==> src/rtl/mpu_pkg.sv <==
// mpu_pkg: shared types and constants for the MPU-9150 sample UART link
// Contents: frame state enum, default header byte, burst size, 500 kbaud bit period.
// FRAMER_CHECKSUM_EN adds the ST_CSUM state to the frame enum.
package mpu_pkg;
  localparam int MPU_SAMPLE_BYTES = 14;
  localparam int UART_CLK_PER_BIT_500K = 100;
  localparam logic [7:0] HDR_BYTE_DEFAULT = 8'hA5;
  typedef enum logic [2:0] {
    ST_IDLE,
    ST_HDR,
    ST_SEQ,
    ST_PAYLOAD,
`ifdef FRAMER_CHECKSUM_EN
    ST_CSUM,
`endif
    ST_DONE
  } frame_state_e;
endpackage

==> src/rtl/mpu_sample_uart_framer_uart_tx_8n1.sv <==
// uart_tx_8n1: 8N1 UART transmitter with clear-to-send gating
// Ports: clk, rst (sync, active high); data[7:0] byte to send; start request;
//        cts allows a new byte to begin; tx serial line; idle ready for a byte.
module uart_tx_8n1
  import mpu_pkg::*;
#(
  parameter int CLK_PER_BIT = UART_CLK_PER_BIT_500K
) (
  input  logic       clk,
  input  logic       rst,
  input  logic [7:0] data,
  input  logic       start,
  input  logic       cts,
  output logic       tx,
  output logic       idle
);
  localparam int CW = CLK_PER_BIT > 1 ? $clog2(CLK_PER_BIT) : 1;
  logic          busy_q, busy_d;
  logic [9:0]    sh_q, sh_d;
  logic [3:0]    bit_q, bit_d;
  logic [CW-1:0] cnt_q, cnt_d;
  logic          bit_end;
  assign bit_end = cnt_q == CW'(CLK_PER_BIT - 1);
  // Idle is raised during the final stop-bit cycle so a queued byte follows with no gap.
  assign idle = !busy_q || (bit_end && bit_q == 4'd9);
  assign tx = !busy_q || sh_q[0];
  always_comb begin
    busy_d = busy_q;
    sh_d = sh_q;
    bit_d = bit_q;
    cnt_d = cnt_q;
    if (busy_q) begin
      cnt_d = bit_end ? '0 : cnt_q + 1'b1;
      sh_d = bit_end ? {1'b1, sh_q[9:1]} : sh_q;
      bit_d = bit_end ? bit_q + 4'd1 : bit_q;
      busy_d = !(bit_end && bit_q == 4'd9);
    end
    if (start && cts && idle) begin
      busy_d = 1'b1;
      sh_d = {1'b1, data, 1'b0};
      bit_d = '0;
      cnt_d = '0;
    end
  end
  always_ff @(posedge clk) begin
    if (rst) begin
      busy_q <= 1'b0;
      sh_q <= '1;
      bit_q <= '0;
      cnt_q <= '0;
    end else begin
      busy_q <= busy_d;
      sh_q <= sh_d;
      bit_q <= bit_d;
      cnt_q <= cnt_d;
    end
  end
endmodule

==> src/rtl/mpu_sample_uart_framer.sv <==
// mpu_sample_uart_framer: buffers one IMU sample burst and sends it as a UART frame
// Ports: clk, rst (sync, active high); in_data/in_valid/in_last/in_ready byte stream in;
//        avr_rx_busy blocks new bytes; tx UART line; busy frame held or sending;
//        overrun pulse on dropped byte or discarded burst; seq next frame number.
// Frame: HDR_BYTE, seq, SAMPLE_BYTES payload bytes; FRAMER_CHECKSUM_EN appends
//        XOR of seq and payload.
module mpu_sample_uart_framer
  import mpu_pkg::*;
#(
  parameter int         CLK_PER_BIT  = UART_CLK_PER_BIT_500K,
  parameter int         SAMPLE_BYTES = MPU_SAMPLE_BYTES,
  parameter logic [7:0] HDR_BYTE     = HDR_BYTE_DEFAULT
) (
  input  logic       clk,
  input  logic       rst,
  input  logic [7:0] in_data,
  input  logic       in_valid,
  input  logic       in_last,
  output logic       in_ready,
  input  logic       avr_rx_busy,
  output logic       tx,
  output logic       busy,
  output logic       overrun,
  output logic [7:0] seq
);
`ifdef FRAMER_CHECKSUM_EN
  localparam frame_state_e ST_TAIL = ST_CSUM;
  logic [7:0] csum_q, csum_d;
`else
  localparam frame_state_e ST_TAIL = ST_DONE;
`endif
  frame_state_e state_q, state_d;
  logic [7:0] mem_q [16];
  logic [4:0] wr_cnt_q, wr_cnt_d;
  logic [3:0] rd_cnt_q, rd_cnt_d;
  logic [7:0] seq_q, seq_d, tx_data, tail_byte;
  logic       locked_q, locked_d, overrun_q, overrun_d;
  logic       full, tx_start, tx_idle, fire;
  assign in_ready = !locked_q;
  assign busy = locked_q;
  assign overrun = overrun_q;
  assign seq = seq_q;
  assign full = wr_cnt_q + 5'd1 == 5'(SAMPLE_BYTES);
  assign tx_start = state_q != ST_IDLE && state_q != ST_DONE;
  assign fire = tx_start && tx_idle && !avr_rx_busy;
`ifdef FRAMER_CHECKSUM_EN
  assign tail_byte = state_q == ST_CSUM ? csum_q : mem_q[rd_cnt_q];
`else
  assign tail_byte = mem_q[rd_cnt_q];
`endif
  assign tx_data = state_q == ST_HDR ? HDR_BYTE : state_q == ST_SEQ ? seq_q : tail_byte;
  uart_tx_8n1 #(.CLK_PER_BIT(CLK_PER_BIT)) u_tx (
    .clk  (clk),
    .rst  (rst),
    .data (tx_data),
    .start(tx_start),
    .cts  (!avr_rx_busy),
    .tx   (tx),
    .idle (tx_idle)
  );
  always_comb begin
    state_d = state_q;
    wr_cnt_d = wr_cnt_q;
    rd_cnt_d = rd_cnt_q;
    seq_d = seq_q;
    locked_d = locked_q;
    overrun_d = 1'b0;
`ifdef FRAMER_CHECKSUM_EN
    csum_d = csum_q;
`endif
    if (in_valid && locked_q) overrun_d = 1'b1;
    else if (in_valid) begin
      wr_cnt_d = wr_cnt_q + 5'd1;
      // A burst ends on in_last or a full buffer; anything but both together is malformed.
      if (full || in_last) begin
        wr_cnt_d = '0;
        locked_d = full && in_last;
        overrun_d = !(full && in_last);
      end
    end
    case (state_q)
      ST_IDLE: state_d = locked_q ? ST_HDR : ST_IDLE;
      ST_HDR: state_d = fire ? ST_SEQ : ST_HDR;
      ST_SEQ: begin
        state_d = fire ? ST_PAYLOAD : ST_SEQ;
        rd_cnt_d = '0;
`ifdef FRAMER_CHECKSUM_EN
        csum_d = seq_q;
`endif
      end
      ST_PAYLOAD: if (fire) begin
        rd_cnt_d = rd_cnt_q + 4'd1;
        state_d = rd_cnt_q == 4'(SAMPLE_BYTES - 1) ? ST_TAIL : ST_PAYLOAD;
`ifdef FRAMER_CHECKSUM_EN
        csum_d = csum_q ^ mem_q[rd_cnt_q];
`endif
      end
`ifdef FRAMER_CHECKSUM_EN
      ST_CSUM: state_d = fire ? ST_DONE : ST_CSUM;
`endif
      // Hold until the last stop bit is on the line so busy covers the whole frame.
      ST_DONE: if (tx_idle) begin
        state_d = ST_IDLE;
        seq_d = seq_q + 8'd1;
        locked_d = 1'b0;
        wr_cnt_d = '0;
      end
      default: state_d = ST_IDLE;
    endcase
  end
  always_ff @(posedge clk) if (in_valid && !locked_q) mem_q[wr_cnt_q[3:0]] <= in_data;
  always_ff @(posedge clk) begin
    if (rst) begin
      state_q <= ST_IDLE;
      wr_cnt_q <= '0;
      rd_cnt_q <= '0;
      seq_q <= '0;
      locked_q <= 1'b0;
      overrun_q <= 1'b0;
`ifdef FRAMER_CHECKSUM_EN
      csum_q <= '0;
`endif
    end else begin
      state_q <= state_d;
      wr_cnt_q <= wr_cnt_d;
      rd_cnt_q <= rd_cnt_d;
      seq_q <= seq_d;
      locked_q <= locked_d;
      overrun_q <= overrun_d;
`ifdef FRAMER_CHECKSUM_EN
      csum_q <= csum_d;
`endif
    end
  end
endmodule

==> config.mk <==
export PLATFORM = sky130hd
export DESIGN_NAME = mpu_sample_uart_framer
export DESIGN_NICKNAME = d
export VERILOG_FILES = /design/src/rtl/mpu_pkg.sv /design/src/rtl/mpu_sample_uart_framer_uart_tx_8n1.sv /design/src/rtl/mpu_sample_uart_framer.sv
export SDC_FILE = /design/constraint.sdc
export NUM_CORES = 1
export LEC_CHECK = 0
export CORE_ASPECT_RATIO = 1.25
export CORE_UTILIZATION = 50
export DETAILED_ROUTE_END_ITERATION = 10
export PLACE_DENSITY = 0.67
export SYNTH_ARGS = -nofsm -noshare
export SYNTH_HDL_FRONTEND = slang
export SYNTH_SLANG_ARGS = --single-unit
==> constraint.sdc <==
create_clock -name clk -period 5.55 [get_ports clk]
set_input_delay 0.8325 -clock clk [delete_from_list [all_inputs] [get_ports clk]]
set_output_delay 0.8325 -clock clk [all_outputs]
set_load 0.01 [all_outputs]
# ---- Word level (Yosys, flattened, before mapping)
# Memories as Yosys holds them, arrays and structs flattened. A register that Yosys moved wholly into a read port is not among the register bits.
# Cells that the tools add are included.
dict set report totals {
  memories 1
  word_cells 89
  in_bits 13
  register_bits 43
  ram_bits 128
  output_inout_bits 12
}
dict set report classes {
  eq_ne 11
  n_mux 34
  reduce_logical 28
  addsub 5
}
# name words width read_ports rd_clocked_by_memory_dff write_ports line
set memory_table {}
lappend memory_table {mem_q 16 8 1 1 1 mpu_sample_uart_framer.sv:33} ;# logic [7:0] mem_q [16];
# cell n
set op_table {}
lappend op_table {{$mux W9} 3}
lappend op_table {{$mux W5} 5}
lappend op_table {{$mux W8} 2}
lappend op_table {{$pmux W3 S5} 1}
lappend op_table {{$mux W1} 14}
lappend op_table {{$mux W4} 3}
lappend op_table {{$reduce_and A2 Y1} 5}
lappend op_table {{$logic_and A1 B1 Y1} 9}
lappend op_table {{$mux W3} 3}
lappend op_table {{$add A4 B1 Y4 const B} 2}
lappend op_table {{$add A8 B1 Y8 const B} 1}
lappend op_table {{$eq A4 B4 Y1 const B} 2}
lappend op_table {{$pmux W4 S2} 1}
lappend op_table {{$add A7 B1 Y7 const B} 1}
lappend op_table {{$eq A7 B7 Y1 const B} 1}
lappend op_table {{$mux W7} 1}
lappend op_table {{$eq A3 B2 Y1 const B} 2}
lappend op_table {{$reduce_bool A2 Y1} 3}
lappend op_table {{$add A5 B1 Y5 const B} 1}
lappend op_table {{$eq A5 B4 Y1 const B} 1}
lappend op_table {{$logic_not A1 Y1} 5}
lappend op_table {{$ne A2 B2 Y1 const B} 2}
lappend op_table {{$eq A3 B1 Y1 const B} 1}
lappend op_table {{$eq A3 B3 Y1 const B} 1}
lappend op_table {{other kinds (6)} 8}

# ---- Longest topological paths before layout
# Gate-level depths: netlist of the first run.
dict set report logic_depth {
  ltp_word 9
  depth_mapped 9
  ltp_nobuf 7
}

# ---- By module
# From an unflattened synthesis of the first run, not the netlist that was laid out.
dict set report unflattened {
  cells_unflattened 538
  hier_area_um2 7601.0
}
# module area_each_um2 instances seq_area_each_um2 cells_each
set by_module_without_submodules {}
lappend by_module_without_submodules {mpu_sample_uart_framer 6391.1 1 4364.2 402}
lappend by_module_without_submodules {uart_tx_8n1 1209.9 1 420.4 136}

# ---- Worst setup path before layout of the first run
# OpenSTA, ideal clock, no wires.
dict set report synth_path {
  path_type {in2reg}
  start {in in_valid}
  end {mem mem_q[3][0] (enable)}
  t_required_ns 5.167
  setup_time_ns 0.383
  stages 3
  setup_slack_ns 3.259
  arrival_time_ns 1.907
  n_path_buf 0
  cell_sequence {nor2b_1 -> nand2_1 -> nor3_1}
}
dict set report synth_between {
  elab_chain_len 3
}
# item line
set synth_rtl {}
lappend synth_rtl {{start: declaration} mpu_sample_uart_framer.sv:17} ;# input logic in_valid,
lappend synth_rtl {{$logic_and A1 B1 Y1} mpu_sample_uart_framer.sv:111} ;# always_ff @(posedge clk) if (in_valid && !locked_q) mem_q[wr_cnt_q[3:0]] <= in_data;
lappend synth_rtl {{$mux W1} mpu_sample_uart_framer.sv:111}
lappend synth_rtl {{$mux W1 (not written as such)} mpu_sample_uart_framer.sv:111}
lappend synth_rtl {{end: declaration} mpu_sample_uart_framer.sv:33}
# No other way between the ends.

# ---- Worst setup path after layout of the first run
dict set report layout_path {
  start {in in_valid}
  end {mem mem_q[3][4] (enable)}
}
# Same word-level chain as after synthesis.

==> results of run 1 <==
## critical path, cell delays in order
cell and delay, ps:
clkdlybuf4s50_1 500, nor2b_1 390, nand2_1 250, nor3_1 870
## state kept, by name, indices dropped and copies added (netlist names), named ones only
signal / cells
mem_q: 128
u_tx.sh_q: 9
seq: 8
u_tx.cnt_q: 7
wr_cnt_q: 5
rd_cnt_q: 4
u_tx.bit_q: 4
state_q: 3
busy: 1
overrun: 1
u_tx.busy_q: 1
## cell families (layout without fill, tap and decap cells)
group	after synthesis	in the layout
multiplexers	61	61
buffers and inverters	32	68
XOR/XNOR	20	20
flip-flops	175	175
adder cells (fa/ha/maj)	13	13
AND/OR/NAND/NOR	152	152
AO/OA/AOI/OAI	77	77
## cells in the final DEF, fill, tap and decap left out, types with 8 or more instances in the layout
cell	netlist	routed
mux2i_1	44	44
nand2_1	25	25
xnor2_1	14	14
edfxtp_1	128	128
ha_1	13	13
clkdlybuf4s50_1	0	24
nor2_1	51	51
clkbuf_16	0	17
inv_1	9	9
a21oi_1	18	18
nor2b_1	8	8
mux4_2	12	12
nor3_1	8	8
a22oi_1	26	26
dfxtp_1	47	46
nand3_1	21	21
nand2b_1	8	8
## metrics by stage
step | area [um2] | instances | util | hold WS [ps] | total power, mW
global route | 8290 | 744 | 0.578 | 479 | 2.68
detailed placement | 7720 | 713 | 0.538 | 445 | 1.49
global placement | 7720 | 713 | 0.538 | 445 | 1.49
finish | 8290 | 744 | 0.578 | 456 | 2.62
floorplan | 7340 | 530 | - | 430 | 1.46
CTS | 8290 | 744 | 0.578 | 455 | 2.63
## layout make-up
class / count / area share
flip-flops and latches: 175 / 0.577
multi-input cells: 323 / 0.291
clock buffers: 18 / 0.0518
repair buffers: 28 / 0.0326
well taps: 178 / 0.0269
clock inverters: 13 / 0.0167
inverters: 9 / 0.00407
## power groups by stage
stage	logic, mW	registers, mW	clock network [mW]
final	0.0534	1.41	1.15
after global routing	0.0587	1.41	1.21
after CTS	0.0546	1.41	1.16
after detailed placement	0.0543	1.44	0
after global placement	0.0533	1.44	0
after floorplan	0.0208	1.44	0
## worst max-delay path by stage
stage,startpoint,end,slack [ps],depth (start not counted)
after floorplan,in_valid,mem_q[3][0],3260,3
after global placement,in_valid,mem_q[1][1],2420,4
after detailed placement,in_valid,mem_q[3][3],2270,4
after CTS,in_valid,mem_q[3][6],2710,4
after global routing,in_valid,mem_q[3][7],2540,4
final,in_valid,mem_q[3][4],2740,4
## metal layers
metal  share of wire  vias to the layer above  GRT usage
met5               0                        -          0
met4           0.026                        0     0.0980
met3           0.039                       22     0.0341
met2            0.50                      100      0.354
met1            0.43                     2163      0.282
li1                -                     2058          -
==> impl_metrics.json, run 1 <==
{
  "status": "completed",
  "yosys.area.top_type": "edfxtp_1",
  "clkSinkCount": 175,
  "cp-start-kind": "input pin",
  "wire_per_inst_um": 20.0,
  "hold_buffers": 0,
  "post_cts_resized": 0,
  "power_frac_clock": 0.440,
  "max_freq_mhz": 356,
  "hpwl_mm": 10.1,
  "period_share": 0.506,
  "insertion_delay_ps": 430,
  "cts_tree": "yes",
  "post-route-min-period_ps": 2810,
  "endpoint_kind": "register",
  "cts_setup_buffers": 0,
  "synth_top_family_by_area": "multiplexers",
  "setup_viol": 0,
  "synth_cell_type_count": 51,
  "seqPwrFrac": 0.539,
  "antenna_found_initial": 0,
  "synthArstFlopShare": 0,
  "die_w_um": 110,
  "synth.net_count": 556,
  "htreeDepth": 4,
  "netlist_top_cells_count": "edfxtp_1, nor2_1, dfxtp_1, mux2i_1, a22oi_1",
  "cp.required_ps": 5600,
  "maxCapViolCount": 0,
  "synth_mux_area_frac": 0.105,
  "seq_area_mm2": 0.00479,
  "vdd_drop_max_mv": 0.200,
  "setup_ws_ps": 2740,
  "multi_input_area_mm2": 0.00241,
  "path_clk_slew_ps": 60,
  "syn_inst": 530,
  "io_buffer_count": 24,
  "timing.setup.tns_ps": 0,
  "leakagePower_nw": 2.65,
  "p_int_mw": 2.09,
  "root_buffer": "clkbuf_16",
  "avgSynthCellArea_um2": 13.9,
  "row_count": 49,
  "syn_area_mm2": 0.00734,
  "skew_ps": 8.55,
  "nNetsFinal": 580,
  "drtAntennaViolNets": 0,
  "yosysMostFrequentCell": "edfxtp_1",
  "n_antenna_cell": 0,
  "grt_pass1_wl_mm": 23.5,
  "grt_pass1_vias": 4258,
  "drc": 0,
  "synthSimpleGateAreaFrac": 0.103,
  "max_slew_margin": 0.272,
  "clockBufferDepth": 2,
  "numCtsBuffers": 17,
  "vias": 4343,
  "coreArea_mm2": 0.0143,
  "switching_share": 0.202,
  "drtIter0Drc": 273,
  "firstDrtPassIters": 5,
  "yosys_most_used_dff": "edfxtp_1",
  "hp-start": "u_tx.sh_q[5]",
  "grt_usage": 0.216,
  "dieHeight_um": 137,
  "grt.overflow.total": 0,
  "comb_power_share": 0.020,
  "reg2reg_to": "u_tx.sh_q[2]",
  "drt_wl_total_mm": 14.9,
  "rsz0062_at_grt": "no",
  "ys_ff_latch": 175,
  "power_density_mw_per_mm2": 316,
  "viasPerCell": 5.84,
  "post-place-ws_ps": 2270,
  "fillers": 1125,
  "hold_path_class": "register to register",
  "synth-xor-area-share": 0.0239,
  "ios": 25,
  "power_switching_mw": 0.529,
  "synth-compound-area-share": 0.0740,
  "initial_utilization": 0.512,
  "setup.worst_path.class": "input pin to register",
  "hold_viol": 0,
  "die-area_mm2": 0.0152,
  "final_max_slew_viol_count": 0,
  "grt_max_degree": 33,
  "yosysWarnings": 0,
  "ys_seq_area_frac": 0.652,
  "synth_edf_count": 128,
  "rrSetupSlack_ps": 2970,
  "critPathMaxFanout": 8,
  "area_delta_synth_final_pct": 12.9,
  "whs_endpoint": "u_tx.sh_q[4]",
  "synth_fa_ha_area_frac": 0.0222,
  "ff2ff_path_depth": 6,
  "gp_congestion": 0.831,
  "hold_depth": 2,
  "synthTopCellsByArea": "edfxtp_1, dfxtp_1, mux2i_1",
  "worstMarginPinSlew_ps": 1080,
  "synth_top_area_frac": 0.524,
  "drive_above_1_share": 0.110,
  "cp.arrival_ps": 2860
}
(Power assumes the default switching activity.)
==> run 2, diff against run 1 <==
==> constraint.sdc (replaced) <==
create_clock -name clk -period 2.83 [get_ports clk]
set_input_delay 0.4245 -clock clk [delete_from_list [all_inputs] [get_ports clk]]
set_output_delay 0.4245 -clock clk [all_outputs]
set_load 0.01 [all_outputs]
==> run 2 against run 1 <==
Compared with the run above: combinational power is 110% higher; power is 99% higher; routed wire length increased by 6.0%; sequential share of layout area fell by 1.1 points.
==> impl_metrics.json, run 2 (same netlist as run 1, synthesis figures left out) <==
{
  "final_cell_mix": "edfxtp_1, nor2_1, dfxtp_1",
  "final_common_cell": "edfxtp_1",
  "vdd_drop_max_mv": 0.345,
  "io_buffer_count": 24,
  "cp.arrival_ps": 2700,
  "post_cts_resized": 0,
  "area_delta_synth_final_pct": 15.1,
  "die-area_mm2": 0.0152,
  "wl_met3_um": 911,
  "skew_ps": 7.38,
  "power_density_mw_per_mm2": 615,
  "grt_usage": 0.229,
  "initial_utilization": 0.512,
  "dieHeight_um": 137,
  "max_slew_margin": 0.402,
  "status": "completed",
  "cp_cell_sequence": "or4b_4 -> o31a_4 -> nor4_1 -> nand3_1 -> o21a_1",
  "n_antenna_cell": 0,
  "routed.top_layer": "met4",
  "gp_congestion": 0.814,
  "cts_setup_buffers": 0,
  "numCtsBuffers": 17,
  "ios": 25,
  "hold_viol": 0,
  "nNetsFinal": 599,
  "fillers": 1158,
  "wire_per_inst_um": 20.6,
  "grt_pass1_vias": 4484,
  "row_count": 49,
  "endpoint_kind": "register",
  "met2WireLength_mm": 7.89,
  "cpPeakStageDelay_ps": 620,
  "largest_reg_flops": 128,
  "leakagePower_nw": 2.76,
  "clockBufferDepth": 2,
  "setup.worst_path.class": "register to register",
  "cp.required_ps": 3150,
  "post-route-util": 0.589,
  "wl_met1_mm": 6.45,
  "drtAntennaViolNets": 0,
  "insertion_delay_ps": 430,
  "setup_ws_ps": 455,
  "worstMarginPinSlew_ps": 896,
  "hold_path_class": "register to register",
  "critPathSlowestCell": "nor4_1",
  "viasPerCell": 5.88,
  "cp-start-kind": "register",
  "critPathMaxFanout": 16,
  "period_share": 0.839,
  "vias": 4493,
  "coreArea_mm2": 0.0143,
  "timing.setup.tns_ps": 0,
  "maxCapViolCount": 0,
  "root_buffer": "clkbuf_16",
  "grt_pass1_wl_mm": 24.5,
  "post-route-min-period_ps": 2380,
  "drt_wl_total_mm": 15.7,
  "firstDrtPassIters": 4,
  "max_freq_mhz": 421,
  "rsz0062_at_grt": "no",
  "clkSinkCount": 175,
  "die_w_um": 110,
  "htreeDepth": 4,
  "hpwl_mm": 11.0,
  "path_clk_slew_ps": 70,
  "drc": 0,
  "drtIter0Drc": 419,
  "hold_buffers": 0,
  "grt.overflow.total": 0,
  "post-place-ws_ps": 384,
  "grt_max_degree": 24,
  "antenna_found_initial": 0,
  "final_max_slew_viol_count": 0,
  "cts_tree": "yes",
  "setup_viol": 0,
  "drive_above_1_share": 0.137
}
run 2: cell count changes in the layout (fill, tap and decap cells not counted), sizes merged:
cell / delta
buf: +19
clkbuf: -1
inv: +2
run 2: worst max-delay path: cells and delay by family (launching register included):
kind | cells | cell delay (ps)
flip-flops | 1 | 350
AND/OR/NAND/NOR | 3 | 1330
AO/OA/AOI/OAI | 2 | 580
run 2: area by class of cell:
class | count | area, um2 | area share
clock inverters | 15 | 160 | 0.0189
well taps | 178 | 223 | 0.0264
repair buffers | 47 | 413 | 0.0489
flip-flops and latches | 175 | 4790 | 0.566
clock buffers | 17 | 425 | 0.0503
inverters | 9 | 33.8 | 0.00400
multi-input cells | 323 | 2410 | 0.285
run 2: power breakdown:
group / total [mW] / internal (mW) / leakage (nW) / switching [mW]
combinational: 0.110 / 0.0361 / 0.939 / 0.0742
clock: 2.32 / 1.31 / 0.282 / 1.01
sequential: 2.77 / 2.76 / 1.54 / 0.00472
run 2: per-layer routing:
layer	track usage	up-vias
li1	-	2104
met1	0.277	2238
met2	0.373	127
met3	0.0639	24
met4	0.115	0
met5	0	-
run 2: path summary, 6_finish.rpt:
check                           slack (ps)      endpoint  cells after the start           from
worst max-delay path                   450  u_tx.sh_q[1]                      5  u_tx.cnt_q[2]
worst min-delay path                   460  u_tx.sh_q[4]                      2   u_tx.sh_q[5]
worst max register to register         450  u_tx.sh_q[1]                      5  u_tx.cnt_q[2]
worst min register to register         460  u_tx.sh_q[4]                      2   u_tx.sh_q[5]
run 2: per-stage QoR:
stage          std cells  instance area [um2]  power [mW]  hold slack [ps]
2_1_floorplan        530                 7340        2.86              430
3_3_place_gp         732                 7870        2.93              446
3_5_place_dp         732                 7870        2.93              447
4_1_cts              764                 8450        5.22              457
5_1_grt              764                 8450        5.33              493
6_report             764                 8450        5.20              457
